==> config.mk <==
export PLATFORM = sky130hd
export DESIGN_NAME = seg_disp_mux
export DESIGN_NICKNAME = d
export VERILOG_FILES = /design/src/rtl/seg_disp_mux.sv
export SDC_FILE = /design/constraint.sdc
export NUM_CORES = 1
export LEC_CHECK = 0
export ABC_AREA = 1
export CORE_MARGIN = 3
export CORE_UTILIZATION = 60
export CTS_BUF_LIST = sky130_fd_sc_hd__clkbuf_4
export CTS_CLUSTER_DIAMETER = 40
export CTS_CLUSTER_SIZE = 12
export DETAILED_ROUTE_END_ITERATION = 7
export DONT_BUFFER_PORTS = 1
export HOLD_SLACK_MARGIN = 0.15
export PLACE_DENSITY = 0.76
export SLEW_MARGIN = 0
export SYNTH_ARGS = -nofsm -noshare
export SYNTH_HDL_FRONTEND = slang
export SYNTH_SLANG_ARGS = --single-unit
==> constraint.sdc <==
create_clock -name clk -period 1.29 [get_ports clk]
set_input_delay 0.258 -clock clk [delete_from_list [all_inputs] [get_ports clk]]
set_output_delay 0.258 -clock clk [all_outputs]
set_load 0.05 [all_outputs]
==> src/rtl/seg_disp_mux.sv <==
// Two-digit seven-segment display multiplexer. It accepts a frame of ones/tens
// patterns, holds each frame for a minimum time, and time-multiplexes the two digits.
//
//   state | meaning
//   ------+----------------------------------------------------------------
//   BLANK | no frame seen since reset; both digits show a dash, ready for a frame
//   HOLD  | frame just accepted; hold counter runs down, upstream is stalled
//   WAIT  | hold time met; last frame stays on display, ready for the next frame
module seg_disp_mux #(
    parameter int REFRESH_DIV = 4,
    parameter int MIN_HOLD    = 16,
    parameter int LZ_BLANK    = 1
) (
    input  logic       clk,
    input  logic       reset,
    input  logic       s_valid,
    output logic       s_ready,
    input  logic [6:0] s_data_ones,
    input  logic [6:0] s_data_tens,
    output logic [6:0] seg,
    output logic [1:0] an
);

    localparam int RW = (REFRESH_DIV > 2) ? $clog2(REFRESH_DIV) : 1;
    localparam int HW = (MIN_HOLD > 2) ? $clog2(MIN_HOLD) : 1;
    localparam logic [RW-1:0] REF_LAST  = RW'(REFRESH_DIV - 1);
    localparam logic [HW-1:0] HOLD_LOAD = HW'(MIN_HOLD - 1);
    localparam logic [6:0]    SEG_DASH  = 7'b0000001;
    localparam logic [6:0]    SEG_ZERO  = 7'b1111110;

    typedef enum logic [1:0] {BLANK, HOLD, WAIT} state_t;

    state_t        state;
    logic [6:0]    ones_reg;
    logic [6:0]    tens_reg;
    logic [RW-1:0] refresh_cnt;
    logic [HW-1:0] hold_cnt;
    logic          digit_sel;
    logic          transfer;

    assign transfer = s_valid & s_ready;

    always_ff @(posedge clk or posedge reset) begin
        if (reset) begin
            state       <= BLANK;
            s_ready     <= 1'b0;
            seg         <= 7'b0000000;
            an          <= 2'b00;
            ones_reg    <= SEG_DASH;
            tens_reg    <= SEG_DASH;
            refresh_cnt <= '0;
            hold_cnt    <= '0;
            digit_sel   <= 1'b0;
        end else begin
            if (refresh_cnt == REF_LAST) begin
                refresh_cnt <= '0;
                digit_sel   <= ~digit_sel;
            end else begin
                refresh_cnt <= refresh_cnt + 1'b1;
            end

            // Display uses pre-edge select and patterns, so a capture shows one edge later.
            if (!digit_sel) begin
                seg <= ones_reg;
                an  <= 2'b01;
            end else begin
                seg <= (LZ_BLANK != 0 && tens_reg == SEG_ZERO) ? 7'b0000000 : tens_reg;
                an  <= 2'b10;
            end

            case (state)
                BLANK, WAIT: begin
                    if (transfer) begin
                        ones_reg <= s_data_ones;
                        tens_reg <= s_data_tens;
                        hold_cnt <= HOLD_LOAD;
                        state    <= HOLD;
                        s_ready  <= 1'b0;
                    end else begin
                        s_ready  <= 1'b1;
                    end
                end
                HOLD: begin
                    if (hold_cnt == '0) begin
                        state   <= WAIT;
                        s_ready <= 1'b1;
                    end else begin
                        hold_cnt <= hold_cnt - 1'b1;
                        s_ready  <= 1'b0;
                    end
                end
                default: begin
                    state   <= BLANK;
                    s_ready <= 1'b1;
                end
            endcase
        end
    end

endmodule

==> run summary <==
The run finished with clean final reports. The tools report the number of hold-slack violations in the final timing report as 0. The number of synthesized register bits is 33, and the number of cell rows is 16. In this run the vertical extent of the chip is 54.2 um.

The average instance in the mapped netlist occupies 8.84 sq um. Via count of the first global-routing pass: 1063. For the worst setup path, the data arrival time is 1.49 ns. The placed instances occupy a cell area of 1450 sq um. TritonCTS built the clock tree. Compared with the post-synthesis result, the final layout area differs by 22.0%. The slowest stage of the critical path belongs to the cell dfrtp_1. The largest area contributor in the synthesized netlist is dfrtp_1. The tools report the number of slew-limit violations in the final report as 0.

Once the floorplan was initialized, standard cells occupied 67.1% of the core. At the end of the flow, the number of nets in the layout was 203. The clock tree synthesis step divided the H-tree into 2 levels.

The run gives 131 as the number of fill cells. For the pin with the worst max-slew slack, the measured transition is 0.453 ns. The final layout contains routed wiring with a total length of 2.79 mm.

The max-capacitance violation count was 0; the overflow left after global routing was 0. The element type at the critical path start is a register. For the worst setup path, the data required time is 1.53 ns. Dividing the detail-routed wire length by the instance count gives 13.2 um.

STA classifies the critical path endpoint as a register. In the layout the commonest cells are 56 x nand2_1, 31 x dfrtp_1, 16 x dlygate4sd3_1. The Yosys step of the flow raised 0 warnings.

The number of antenna diodes in the final layout is 0. The mapped netlist covers 1400 sq um. The total setup violations reported at the end of the flow was 0. The clock skew was 0.00806 ns. The critical path goes through inv_2, ha_4, nand3_2, nand2_2, nand2_4, nor2_2, nor2_2.

The vias per cell works out to 5.32. The area enclosed by the die boundary was 2940 sq um; the global placer's final weighted congestion was 0.846. The DRC marker count from the first detailed-route iteration is 43. After legalization and detailed placement, the total HPWL measured 1.74 mm. In this design, the critical path's most frequently occurring cell is nor2_2. Synthesis instantiated 20 different standard cells from the library.

Measured along the x axis, the die boundary spans 54.2 um. The first TritonRoute pass finished after 4 iterations. The post-route worst hold slack came out at 0.441 ns.

Counting every instance in the synthesized netlist gives 158. The family with the most delay on the worst path is simple AND/OR/NAND/NOR gates. The share of the clock period used by the worst path is 96.7%, and the number of sinks driven by the clock tree is 33. The clock period could shrink to 1.25 ns. The run gives 0 as the initial antenna violation count. The total buffers and inverters traversed by the critical path is 1, and the power density normalized to cell area is 2350 nW/um^2. Derived from the worst setup path, the maximum achievable clock frequency is 802 MHz. Post-synthesis sequential area ratio: 59.3%. Across the VDD grid, the largest voltage drop is 2240 uV.

The number of top-level pins is 27. The maximum number of pins on one net before global-route repair was 34; the synthesized netlist net count was 177. The vias after detailed routing is 1127. The worst relative slew slack was 69.8%; the clock slew at the register clock pins of the worst setup and hold paths was 0.10 ns. Number of I/O port buffers: 0. The core region is 2080 sq um.

At the later pin of the worst-skew pair, clock insertion delay measures 0.34 ns. By area the synthesized netlist is led by dfrtp_1 56%, nand2_1 15%, nand3_1 5.7%. After detailed routing, the number of remaining DRC violations is 0.

Number of buffers created by CTS: 5. The first-pass GRT wire length is 4.69 mm. The tree is rooted in a clkbuf_4. The library cell used most frequently in the layout, excluding fill and tap cells, is nand2_1.

The detail route stage leaves a number of antenna-violating nets equal to 0. The worst setup path is of the reg -> reg kind. The leakage component of the power is 0.000930 uW, and the area share of the leading cell type in the synthesized netlist is 55.6%.

The run gives 23.2% as the aggregate global-route resource usage. Summing all non-filler instances in the final layout gives an area of 1700 sq um. The worst-path maximum fanout works out to 8. The maximum buffer depth of the clock tree was 2. In this run the worst hold path is classified as in -> async. The delay of the slowest cell on the worst path was 0.42 ns. The post-route netlist has 18.9% of its cells at a drive strength greater than 1.
==> what timing repair did <==
item,in CTS,in global routing
setup buffers,0,3
hold buffers,16,0
hold endpoints to repair,46,0
resized for setup,2,3
pin swaps,0,1
setup endpoints to repair,4,4
==> where the power goes <==
group	leakage, uW	switching, uW	internal [uW]	total (uW)
registers	0.000397	602	1450	2060
clock network	0.0000354	345	228	573
logic	0.000497	836	542	1380
total	0.000930	1780	2230	4010
==> synthesized netlist by cell type <==
master	count
inv_1	15
nor3_1	1
o31ai_1	1
inv_2	5
o21ai_0	1
nand2_1	56
o21ai_1	2
nand2_2	4
buf_6	1
nor2_2	2
dfstp_2	2
nor2_1	8
nand2_4	1
xor2_1	1
a21oi_1	4
buf_2	4
dfrtp_1	31
nor2_4	1
ha_1	2
nand3_1	16
==> metrics by stage <==
| step | setup TNS [ns] | worst slack (ns) | cells | power [uW] | util, % |
|---|---|---|---|---|---|
| CTS | 0 | 0.00237 | 209 | 3850 | 80.0 |
| floorplan | 0 | 0.00762 | 158 | 2930 | - |
| global route | -0.0616 | -0.0189 | 212 | 4310 | 81.9 |
| global placement | 0 | 0.0595 | 185 | 3150 | 69.6 |
| detailed placement | -0.0680 | -0.0288 | 185 | 3240 | 69.6 |
| finish | 0 | 0.0429 | 212 | 4010 | 81.9 |
==> routing by layer <==
layer,vias up,routed length (um),global-route usage [%]
met3,6,171,8.17
met5,-,0,0
met2,44,1430,37.8
met1,540,1150,27.8
met4,0,41,9.54
li1,537,-,-
==> layout make-up <==
cell class                      count  area (sq um)  share of cell area (%)
Multi-Input combinational cell    100           479                    28.1
Inverter                           20          75.1                    4.41
Sequential cell                    33           828                    48.6
Tap cell                           27          33.8                    1.98
Clock inverter                      2          10.0                   0.587
Clock buffer                        6          45.0                    2.64
Timing Repair Buffer               24           233                    13.7
==> kinds of logic (layout without fill, tap and decap cells) <==
kind of cell / Yosys count / count (layout) / share of synthesized area (%)
compound gates: 8 / 8 / 3.05
xor+xnor: 1 / 1 / 0.627
fa+ha+maj: 2 / 2 / 1.79
buf+inv: 25 / 52 / 7.62
flops: 33 / 33 / 59.3
simple gates: 89 / 89 / 27.6
==> path summary, 6_finish.rpt <==
kind	start	to	slack (ns)	cells after the start
setup / recovery	hold_cnt[0]$_DFFE_PP0P_	hold_cnt[0]$_DFFE_PP0P_	0.04	7
hold / removal	reset	state[0]$_DFFE_PP0P_	0.44	3
setup reg to reg	hold_cnt[0]$_DFFE_PP0P_	hold_cnt[0]$_DFFE_PP0P_	0.04	7
hold reg to reg	refresh_cnt[0]$_DFF_PP0_	refresh_cnt[0]$_DFF_PP0_	0.46	1
max in group asynchronous	reset	ones_reg[0]$_DFFE_PP1P_	0.53	3
min in group clk	refresh_cnt[0]$_DFF_PP0_	refresh_cnt[0]$_DFF_PP0_	0.46	1
==> tightest hold or removal path: cells and delay by family <==
kind                   cells  cell delay (ns)
buffers and inverters      3             0.95
Power figures use the tool's default switching activity.
